<file path="src/rtl/search_arbiter_if.sv">
// search_arbiter_if: requester and search-engine signal bundle for search_arbiter.
// Ports (seen from the arbiter through the master modport):
//   requesters : req_i, req_key_i in; gnt_o, rsp_vd_o, rsp_hit_o, rsp_tab_o, rsp_addr_o, rsp_data_o out
//   engine     : search_o, key_o out; ready_i, busy_i, hit_vd_i, hit_i, hit_tab_i, hit_addr_i, hit_data_i in
//   status     : stray_o, timeout_o out
interface search_arbiter_if #(
    parameter int C_NUM_REQ        = 4,
    parameter int C_NUM_TABLE      = 4,
    parameter int C_RULE_WIDTH     = 24,
    parameter int C_MEM_DATA_WIDTH = 56,
    parameter int C_MEM_ADDR_WIDTH = 8
);
    localparam int DW = C_MEM_DATA_WIDTH - C_RULE_WIDTH;
    logic [C_NUM_REQ-1:0]              req_i;
    logic [C_NUM_REQ*C_RULE_WIDTH-1:0] req_key_i;
    logic [C_NUM_REQ-1:0]              gnt_o;
    logic [C_NUM_REQ-1:0]              rsp_vd_o;
    logic                              rsp_hit_o;
    logic [3:0]                        rsp_tab_o;
    logic [C_MEM_ADDR_WIDTH-1:0]       rsp_addr_o;
    logic [DW-1:0]                     rsp_data_o;
    logic                              search_o;
    logic [C_RULE_WIDTH-1:0]           key_o;
    logic [C_NUM_TABLE-1:0]            ready_i;
    logic [C_NUM_TABLE-1:0]            busy_i;
    logic                              hit_vd_i;
    logic                              hit_i;
    logic [3:0]                        hit_tab_i;
    logic [C_MEM_ADDR_WIDTH-1:0]       hit_addr_i;
    logic [DW-1:0]                     hit_data_i;
    logic                              stray_o;
    logic                              timeout_o;
    modport master (
        input  req_i, req_key_i, ready_i, busy_i, hit_vd_i, hit_i, hit_tab_i, hit_addr_i, hit_data_i,
        output gnt_o, rsp_vd_o, rsp_hit_o, rsp_tab_o, rsp_addr_o, rsp_data_o, search_o, key_o,
               stray_o, timeout_o
    );
    modport slave (
        output req_i, req_key_i, ready_i, busy_i, hit_vd_i, hit_i, hit_tab_i, hit_addr_i, hit_data_i,
        input  gnt_o, rsp_vd_o, rsp_hit_o, rsp_tab_o, rsp_addr_o, rsp_data_o, search_o, key_o,
               stray_o, timeout_o
    );
endinterface

</file>
<file path="src/rtl/search_arbiter.sv">
// search_arbiter: round-robin sharing of one rule-search engine among C_NUM_REQ requesters.
// Ports: clk_i clock; rstn synchronous active-low reset; io_bus (search_arbiter_if.master)
//   carrying requests/grants/responses, the engine search/result bus and stray/timeout status.
// Optional: define SEARCH_TIMEOUT_EN to abandon a search after C_TIMEOUT WAIT cycles.
module search_arbiter #(
    parameter int C_NUM_REQ        = 4,
    parameter int C_NUM_TABLE      = 4,
    parameter int C_RULE_WIDTH     = 24,
    parameter int C_MEM_DATA_WIDTH = 56,
    parameter int C_MEM_ADDR_WIDTH = 8,
    parameter int C_TIMEOUT        = 64
) (
    input logic               clk_i,
    input logic               rstn,
    search_arbiter_if.master  io_bus
);
    localparam int IW = $clog2(C_NUM_REQ);
    localparam int DW = C_MEM_DATA_WIDTH - C_RULE_WIDTH;
    typedef enum logic [1:0] {S_IDLE, S_ISSUE, S_WAIT} state_t;
    state_t                      r_state, w_next;
    logic [IW-1:0]               r_ptr, r_idx, w_win;
    logic [C_RULE_WIDTH-1:0]     r_key;
    logic [C_NUM_REQ-1:0]        r_gnt, r_rsp_vd;
    logic                        r_search, r_rsp_hit, r_stray, r_timeout;
    logic [3:0]                  r_rsp_tab;
    logic [C_MEM_ADDR_WIDTH-1:0] r_rsp_addr;
    logic [DW-1:0]               r_rsp_data;
    logic                        w_arb, w_done, w_to;
    assign w_arb  = (r_state == S_IDLE) && (|io_bus.req_i) && (&io_bus.ready_i) && !(|io_bus.busy_i);
    assign w_done = (r_state == S_WAIT) && io_bus.hit_vd_i;
    // Scan downward so the last match written is the nearest one after the pointer.
    always_comb begin
        w_win = '0;
        for (int k = C_NUM_REQ; k >= 1; k--)
            if (io_bus.req_i[(int'(r_ptr) + k) % C_NUM_REQ]) w_win = IW'((int'(r_ptr) + k) % C_NUM_REQ);
    end
`ifdef SEARCH_TIMEOUT_EN
    localparam int CW = ($clog2(C_TIMEOUT) + 1 > 8) ? $clog2(C_TIMEOUT) + 1 : 8;
    logic [CW-1:0] r_cnt;
    // A hit arriving on the limit cycle takes precedence over the timeout.
    assign w_to = (r_state == S_WAIT) && !io_bus.hit_vd_i && (r_cnt == CW'(C_TIMEOUT - 1));
    always_ff @(posedge clk_i)
        if (!rstn) r_cnt <= '0;
        else       r_cnt <= (r_state == S_WAIT) ? r_cnt + 1'b1 : '0;
`else
    assign w_to = 1'b0;
`endif
    always_comb begin
        w_next = r_state;
        case (r_state)
            S_IDLE:  w_next = w_arb ? S_ISSUE : S_IDLE;
            S_ISSUE: w_next = S_WAIT;
            S_WAIT:  w_next = (w_done || w_to) ? S_IDLE : S_WAIT;
            default: w_next = S_IDLE;
        endcase
    end
    always_ff @(posedge clk_i) begin
        if (!rstn) begin
            r_state    <= S_IDLE;
            r_ptr      <= IW'(C_NUM_REQ - 1);
            r_idx      <= '0;
            r_key      <= '0;
            r_gnt      <= '0;
            r_search   <= 1'b0;
            r_rsp_vd   <= '0;
            r_rsp_hit  <= 1'b0;
            r_rsp_tab  <= '0;
            r_rsp_addr <= '0;
            r_rsp_data <= '0;
            r_stray    <= 1'b0;
            r_timeout  <= 1'b0;
        end else begin
            r_state   <= w_next;
            r_gnt     <= '0;
            r_search  <= 1'b0;
            r_rsp_vd  <= '0;
            r_timeout <= 1'b0;
            // Grant and search strobe are registered at the arbitration edge so they are high during ISSUE.
            if (w_arb) begin
                r_idx    <= w_win;
                r_ptr    <= w_win;
                r_key    <= io_bus.req_key_i[w_win*C_RULE_WIDTH +: C_RULE_WIDTH];
                r_gnt    <= C_NUM_REQ'(1) << w_win;
                r_search <= 1'b1;
            end
            if (w_done) begin
                r_rsp_vd   <= C_NUM_REQ'(1) << r_idx;
                r_rsp_hit  <= io_bus.hit_i;
                r_rsp_tab  <= io_bus.hit_tab_i;
                r_rsp_addr <= io_bus.hit_addr_i;
                r_rsp_data <= io_bus.hit_data_i;
            end
            if (w_to) begin
                r_rsp_vd   <= C_NUM_REQ'(1) << r_idx;
                r_rsp_hit  <= 1'b0;
                r_rsp_tab  <= '0;
                r_rsp_addr <= '0;
                r_rsp_data <= '0;
                r_timeout  <= 1'b1;
            end
            if (io_bus.hit_vd_i && r_state != S_WAIT) r_stray <= 1'b1;
        end
    end
    assign io_bus.gnt_o      = r_gnt;
    assign io_bus.rsp_vd_o   = r_rsp_vd;
    assign io_bus.rsp_hit_o  = r_rsp_hit;
    assign io_bus.rsp_tab_o  = r_rsp_tab;
    assign io_bus.rsp_addr_o = r_rsp_addr;
    assign io_bus.rsp_data_o = r_rsp_data;
    assign io_bus.search_o   = r_search;
    assign io_bus.key_o      = r_key;
    assign io_bus.stray_o    = r_stray;
    assign io_bus.timeout_o  = r_timeout;
endmodule
</file>
<file path="src/flat_wrapper.sv">
// flat-port wrapper written by rule: the top's interface ports become plain ports
module search_arbiter_flat 
#(
    parameter int C_NUM_REQ        = 4,
    parameter int C_NUM_TABLE      = 4,
    parameter int C_RULE_WIDTH     = 24,
    parameter int C_MEM_DATA_WIDTH = 56,
    parameter int C_MEM_ADDR_WIDTH = 8,
    parameter int C_TIMEOUT        = 64
)
  (clk_i, rstn, io_bus_req_i, io_bus_req_key_i, io_bus_ready_i, io_bus_busy_i, io_bus_hit_vd_i, io_bus_hit_i, io_bus_hit_tab_i, io_bus_hit_addr_i, io_bus_hit_data_i, io_bus_gnt_o, io_bus_rsp_vd_o, io_bus_rsp_hit_o, io_bus_rsp_tab_o, io_bus_rsp_addr_o, io_bus_rsp_data_o, io_bus_search_o, io_bus_key_o, io_bus_stray_o, io_bus_timeout_o);
  search_arbiter_if #(.C_NUM_REQ(C_NUM_REQ), .C_NUM_TABLE(C_NUM_TABLE), .C_RULE_WIDTH(C_RULE_WIDTH), .C_MEM_DATA_WIDTH(C_MEM_DATA_WIDTH), .C_MEM_ADDR_WIDTH(C_MEM_ADDR_WIDTH)) io_bus_i ();
  input logic clk_i;
  input logic rstn;
  input wire logic [$bits(io_bus_i.req_i)-1:0] io_bus_req_i;
  input wire logic [$bits(io_bus_i.req_key_i)-1:0] io_bus_req_key_i;
  input wire logic [$bits(io_bus_i.ready_i)-1:0] io_bus_ready_i;
  input wire logic [$bits(io_bus_i.busy_i)-1:0] io_bus_busy_i;
  input wire logic [$bits(io_bus_i.hit_vd_i)-1:0] io_bus_hit_vd_i;
  input wire logic [$bits(io_bus_i.hit_i)-1:0] io_bus_hit_i;
  input wire logic [$bits(io_bus_i.hit_tab_i)-1:0] io_bus_hit_tab_i;
  input wire logic [$bits(io_bus_i.hit_addr_i)-1:0] io_bus_hit_addr_i;
  input wire logic [$bits(io_bus_i.hit_data_i)-1:0] io_bus_hit_data_i;
  output wire logic [$bits(io_bus_i.gnt_o)-1:0] io_bus_gnt_o;
  output wire logic [$bits(io_bus_i.rsp_vd_o)-1:0] io_bus_rsp_vd_o;
  output wire logic [$bits(io_bus_i.rsp_hit_o)-1:0] io_bus_rsp_hit_o;
  output wire logic [$bits(io_bus_i.rsp_tab_o)-1:0] io_bus_rsp_tab_o;
  output wire logic [$bits(io_bus_i.rsp_addr_o)-1:0] io_bus_rsp_addr_o;
  output wire logic [$bits(io_bus_i.rsp_data_o)-1:0] io_bus_rsp_data_o;
  output wire logic [$bits(io_bus_i.search_o)-1:0] io_bus_search_o;
  output wire logic [$bits(io_bus_i.key_o)-1:0] io_bus_key_o;
  output wire logic [$bits(io_bus_i.stray_o)-1:0] io_bus_stray_o;
  output wire logic [$bits(io_bus_i.timeout_o)-1:0] io_bus_timeout_o;
  assign io_bus_i.req_i = io_bus_req_i;
  assign io_bus_i.req_key_i = io_bus_req_key_i;
  assign io_bus_i.ready_i = io_bus_ready_i;
  assign io_bus_i.busy_i = io_bus_busy_i;
  assign io_bus_i.hit_vd_i = io_bus_hit_vd_i;
  assign io_bus_i.hit_i = io_bus_hit_i;
  assign io_bus_i.hit_tab_i = io_bus_hit_tab_i;
  assign io_bus_i.hit_addr_i = io_bus_hit_addr_i;
  assign io_bus_i.hit_data_i = io_bus_hit_data_i;
  assign io_bus_gnt_o = io_bus_i.gnt_o;
  assign io_bus_rsp_vd_o = io_bus_i.rsp_vd_o;
  assign io_bus_rsp_hit_o = io_bus_i.rsp_hit_o;
  assign io_bus_rsp_tab_o = io_bus_i.rsp_tab_o;
  assign io_bus_rsp_addr_o = io_bus_i.rsp_addr_o;
  assign io_bus_rsp_data_o = io_bus_i.rsp_data_o;
  assign io_bus_search_o = io_bus_i.search_o;
  assign io_bus_key_o = io_bus_i.key_o;
  assign io_bus_stray_o = io_bus_i.stray_o;
  assign io_bus_timeout_o = io_bus_i.timeout_o;
  search_arbiter #(.C_NUM_REQ(C_NUM_REQ), .C_NUM_TABLE(C_NUM_TABLE), .C_RULE_WIDTH(C_RULE_WIDTH), .C_MEM_DATA_WIDTH(C_MEM_DATA_WIDTH), .C_MEM_ADDR_WIDTH(C_MEM_ADDR_WIDTH), .C_TIMEOUT(C_TIMEOUT)) u_core (.clk_i(clk_i), .rstn(rstn), .io_bus(io_bus_i));
endmodule
</file>
<file path="config.mk">
export PLATFORM = sky130hd
export DESIGN_NAME = search_arbiter_flat
export DESIGN_NICKNAME = d
export VERILOG_FILES = /design/src/rtl/search_arbiter_if.sv /design/src/rtl/search_arbiter.sv /design/src/flat_wrapper.sv
export SDC_FILE = /design/constraint.sdc
export NUM_CORES = 1
export LEC_CHECK = 0
export CORE_ASPECT_RATIO = 2
export CORE_UTILIZATION = 37
export DETAILED_ROUTE_END_ITERATION = 10
export PLACE_DENSITY = 0.78
export SYNTH_ARGS = -nofsm -noshare
export SYNTH_HDL_FRONTEND = slang
export SYNTH_SLANG_ARGS = --single-unit
</file>
<file path="constraint.sdc">
create_clock -name clk_i -period 2.7 [get_ports clk_i]
set_input_delay 0.675 -clock clk_i [delete_from_list [all_inputs] [get_ports clk_i]]
set_output_delay 0.675 -clock clk_i [all_outputs]
set_load 0.005 [all_outputs]
</file>
Yosys cells after proc, flatten, opt, wreduce, memory -nomap -nowiden. Index checks and enable logic that the tools add are counted.

Output and inout bits: 80. Input bits: 156. Logic and storage cells: 67. Register bits after elaboration: 85.

Reductions and logical operators: 16. Shift-type cells: 3. $lt $le $gt $ge: 4. Multiply operators: 1. Eq/ne operators: 3. Muxes and demuxes: 20. $add $sub $neg: 4. Bitwise logic cells: 4.

Operator list (number): 96-bit by 8-bit variable part select with 24-bit output (1); 3-bit by 4-bit < comparator with 1-bit output (second input constant) (4); 1-bit two-way mux (10); 2-bit two-way mux (5); 1-bit binary-select mux with 2-bit select (4); 2-bit OR reduction (4); 4-bit OR reduction (2); 1-bit by 2-bit left shift with 4-bit output (first input constant) (2); 2-bit case mux with 3 select lines (1); 1-bit logical AND (5); 2-bit by 1-bit adder with 2-bit output (second input constant) (2); 2-bit adder (second input constant) (2); 1-bit AND (first input constant) (4); 2-bit by 2-bit multiplier with 4-bit output (second input constant) (1); 2-bit AND reduction (2); 4-bit AND reduction (1); 2-bit by 1-bit equality test with 1-bit output (second input constant) (1); 2-bit equality test (second input constant) (1); 2-bit zero test (1); 2-bit != test (second input constant) (1); 1-bit zero test (1).

Longest topological paths before layout.
Word-level depth: 12. Mapped depth: 7. Mapped depth without buffers: 5.

Worst setup path before layout. Ideal clock, no wire load.

Path kind: input to register. Start point: input io_bus_busy_i[1]. End point: register u_core.r_key[10] (netlist: u_core.io_bus.key_o[10]). Slack: 252 ps. Stages on the path: 7. Data arrival time: 2369 ps. Buffers on the path: 2. Setup time: 79 ps. Data required time: 2621 ps. Cell sequence: or4_4 > a2111oi_4 > and2_4 > nand2b_1 > buf_6 > buf_12 > o221ai_2.

Cells in the longest elaborated chain, start to end: 3.

RTL lines: start, declared (RTL line flat_wrapper.sv:18) `input wire logic [$bits(io_bus_i.busy_i)-1:0] io_bus_busy_i;`; 4-bit OR reduction (RTL line search_arbiter.sv:29) `assign w_arb = (r_state == S_IDLE) && (|io_bus.req_i) && (&io_bus.ready_i) && !(|io_bus.busy_i);`; 1-bit zero test (RTL line search_arbiter.sv:29); 1-bit logical AND (RTL line search_arbiter.sv:29); end signal, assigned (RTL line search_arbiter.sv:82) `r_key <= io_bus.req_key_i[w_win*C_RULE_WIDTH +: C_RULE_WIDTH];`; end, declared (RTL line search_arbiter.sv:22) `logic [C_RULE_WIDTH-1:0] r_key;`.

No other way between the ends. A chain may end at the register's enable or synchronous reset.

Worst setup path after layout.
Start point: input io_bus_req_i[1]. End point: register u_core.r_key[12] (netlist: u_core.io_bus.key_o[12]).

Cells in the longest elaborated chain, start to end: 9. Elaborated cells between the ends (all ways): 22. Those cells by class: mul: 1; shift: 1; mux: 16; reduce/logical: 4.

RTL lines: start, declared (RTL line flat_wrapper.sv:15) `input wire logic [$bits(io_bus_i.req_i)-1:0] io_bus_req_i;`; 1-bit binary-select mux with 2-bit select (RTL line search_arbiter.sv:35) `if (io_bus.req_i[(int'(r_ptr) + k) % C_NUM_REQ]) w_win = IW'((int'(r_ptr) + k) % C_NUM_REQ);`; 1-bit two-way mux (implied by the code) (2 in series) (RTL line search_arbiter.sv:35); 2-bit two-way mux (4 in series) (RTL line search_arbiter.sv:35); 2-bit by 2-bit multiplier with 4-bit output (RTL line search_arbiter.sv:82); 96-bit by 8-bit variable part select with 24-bit output (RTL line search_arbiter.sv:82).

Parallel ways exist; a longest one is shown, timed or not. The select of a mux whose other input is x is not followed.

==> results.md <==
* Crit. End Element: flip-flop
* Placement-stage worst setup slack at -0.139 ns
* Routed wirelength normalized by instance count at 16.2 um
* Critical path's slowest cell: sky130_fd_sc_hd__nor2b_2
* Count of hold-fix buffers inserted at cts at 0
* PnR Total Power at 2.98 mW
* Global route total overflow at 0
* Synth-to-layout area growth at 76.4%
* Vias in the first global route at 3807
* CTS H-tree depth at 3
* Input/output buffers at 234
* Netlist area before placement at 3770 um^2
* Final hold violation count at 0
* Number of distinct library cells after synthesis at 34
* Relative slew margins at 36.5%
* Clk pin slew, worst setup/hold paths at 0.06 ns
* Pin slew with the least headroom to its limit at 0.949 ns
* Leakage component of the power at 2.31 nW
* TNS Setup at 0 ns
* Total number of clock tree sinks at 85
* Clock skew at 0.00501 ns
* Weighted congestion reported at the end of routability-driven placement at 0.826
* Post-CTS Resized at 0
* Layout filler cell count at 827
* Number of design rule violations left after detail routing at 0
* Path class of the lowest-slack min-delay path: reg2reg
* Category of the worst setup path launch point: input port
* Share of Yosys cell area claimed by the top area cell type at 45.1%
* Post-route ant nets at 0
* Detailed-route vias per instance at 4.88
* Smallest hold slack at 0.460 ns
* Post-synthesis average cell area at 9.51 um^2
* Total routing resource utilization after global routing at 22.7%
* CP cell instances: clkdlybuf4s50_1 -> nor2_1 -> a2111oi_4 -> buf_4 -> nor2b_2 -> nand2_1 -> o221ai_2
* Synth Net Count at 553
* Data required time of the worst path at 2.95 ns
* Clock tree from TritonCTS: done
* Number of nets at the end of the flow at 783
* Initial antenna violation count at 0
* Detailed-routing iteration count for the pre-antenna-repair pass at 4
* Inserted Clock Buffers at 9
* Worst ir drop on vdd at 0.389 mV
* Sequential cell area fraction in the yosys report at 45.1%
* Status: finished clean
* Final worst path period share at 93.1%
* Highest fanout seen on the critical path at 24
* Share of layout cells above drive strength 1 at 9.81%
* Worst skew pair latency at 0.33 ns
* Top area cells in the synthesized netlist: sky130_fd_sc_hd__dfxtp_1 (45%), sky130_fd_sc_hd__mux2i_1 (13%), sky130_fd_sc_hd__nand2_1 (12%)
* Overall die area at 10600 um^2
* CTS Buffer Depth at 2
* First-pass GRT wire length at 18200 um
* Root buf cell: sky130_fd_sc_hd__clkbuf_16
* Start-to-end type of the worst setup path: in2reg
* Synth warn at 0
* DPL Wire Length at 9910 um
* Final number of max-transition violations at 0
* Post-synthesis instance total at 397
* PnR worst setup slack at 0.187 ns
* Antenna cell count at 0
* Wire length reported by the detailed router at 12400 um
* Total number of vias at 3732
* Top achievable clock speed at 398 MHz
* PwrDens at 447 nW/um^2
* Height of the die at 145 um
* Drt initial violations at 112
* Number of top-level pins at 236
* Delay of the slowest cell on the worst path at 0.74 ns
* Starting utilization of the core area at 38.4%
* Unrepaired setup endpoints after global routing: no
* Shortest period the worst path allows at 2.51 ns
* Post-synth EDFFs at 0
* Final setup violating endpoints at 0
* Floorplan core area at 9830 um^2
* Count of maximum capacitance violations at 0
* Post-CTS Setup Inserts at 0
* Async set or reset register ratio after synthesis at 0%
* Yosys top cell by area: sky130_fd_sc_hd__dfxtp_1
* Die X at 73.4 um
* Cell row count at 51
* Number of synthesized register bits at 85
* Most used flip-flop cell after synthesis: sky130_fd_sc_hd__dfxtp_1
* Maximum number of pins on one net before global-route repair at 55
* Worst EP arrival at 2.77 ns
==> layout make-up <==
type / count / area (um^2) / area share (%)
multi-input cells: 279 / 1920 / 28.8
clock inverters: 4 / 70.1 / 1.05
clock buffers: 12 / 256 / 3.85
repair buffers: 250 / 2540 / 38.1
inverters: 2 / 7.51 / 0.113
well taps: 132 / 165 / 2.48
flip-flops and latches: 85 / 1700 / 25.6
==> where the power goes <==
part / internal [mW] / total (mW) / switching, mW
combinational: 0.267 / 0.389 / 0.123
clock: 0.858 / 1.33 / 0.471
sequential: 1.26 / 1.26 / 0.00148
==> Yosys cell counts, types with 3 or more instances <==
cell type and count:
sky130_fd_sc_hd__nand2_1 117, sky130_fd_sc_hd__dfxtp_1 85, sky130_fd_sc_hd__mux2i_1 50, sky130_fd_sc_hd__a21boi_0 45, sky130_fd_sc_hd__clkbuf_1 23, sky130_fd_sc_hd__o221ai_2 20, sky130_fd_sc_hd__nand2b_1 7, sky130_fd_sc_hd__nor2_1 7
sky130_fd_sc_hd__o21ai_0 4, sky130_fd_sc_hd__o221ai_1 4, sky130_fd_sc_hd__a21oi_1 3, sky130_fd_sc_hd__buf_4 3, sky130_fd_sc_hd__nor2b_1 3
==> layout by cell type, fill, tap and decap left out, types with 4 or more instances in the layout <==
master	count
sky130_fd_sc_hd__a21boi_0	45
sky130_fd_sc_hd__buf_12	6
sky130_fd_sc_hd__buf_4	10
sky130_fd_sc_hd__clkbuf_16	9
sky130_fd_sc_hd__clkdlybuf4s50_1	234
sky130_fd_sc_hd__dfxtp_1	85
sky130_fd_sc_hd__mux2i_1	50
sky130_fd_sc_hd__nand2_1	117
sky130_fd_sc_hd__nand2b_1	7
sky130_fd_sc_hd__nor2_1	6
sky130_fd_sc_hd__o21ai_0	4
sky130_fd_sc_hd__o221ai_1	4
sky130_fd_sc_hd__o221ai_2	20
==> routing by layer <==
metal	wire length, um	part of all wire (%)	GRT usage [%]	vias up
li1	-	-	-	1819
met1	4040	33	19.9	1705
met2	6800	55	45.3	182
met3	1200	9.6	6.72	26
met4	372	3.0	9.92	0
met5	0	0	0	-
==> state kept, by name, summed over array words and instances, names as in the netlist, 2 cells and up <==
register	cells
u_core.r_idx	2
u_core.io_bus.rsp_tab_o	4
u_core.r_state	2
u_core.io_bus.gnt_o	4
u_core.io_bus.key_o	24
u_core.io_bus.rsp_addr_o	8
u_core.io_bus.rsp_data_o	32
u_core.r_ptr	2
u_core.io_bus.rsp_vd_o	4
==> path summary, 6_finish.rpt <==
check                              start                          end  slack, ns  cells after the start
min reg2reg  u_core.io_bus.rsp_addr_o[2]  u_core.io_bus.rsp_addr_o[2]       0.46                      2
min          u_core.io_bus.rsp_addr_o[2]  u_core.io_bus.rsp_addr_o[2]       0.46                      2
max reg2reg            u_core.r_state[0]      u_core.io_bus.key_o[12]       0.83                      6
max                      io_bus_req_i[1]      u_core.io_bus.key_o[12]       0.19                      7
==> worst max-delay path, delay by kind of cell <==
family,cells,cell delay [ns]
simple gates,3,1.19
buf+inv,2,0.66
compound gates,2,0.24
==> stage by stage <==
stage	std cells	instance area (um^2)	util, %
floorplan	397	3770	-
detailed placement	748	6330	64.4
global placement	748	6330	64.4
finish	764	6660	67.7
CTS	764	6660	67.7
global route	764	6660	67.7
==> logic make-up after synthesis <==
group	share of synthesized area (%)
buffers and inverters	4.67
flip-flops	45.1
AO/OA/AOI/OAI	20.1
other	0.0994
AND/OR/NAND/NOR	16.8
multiplexers	13.3
Note: power is estimated with default switching activity, not from simulation.
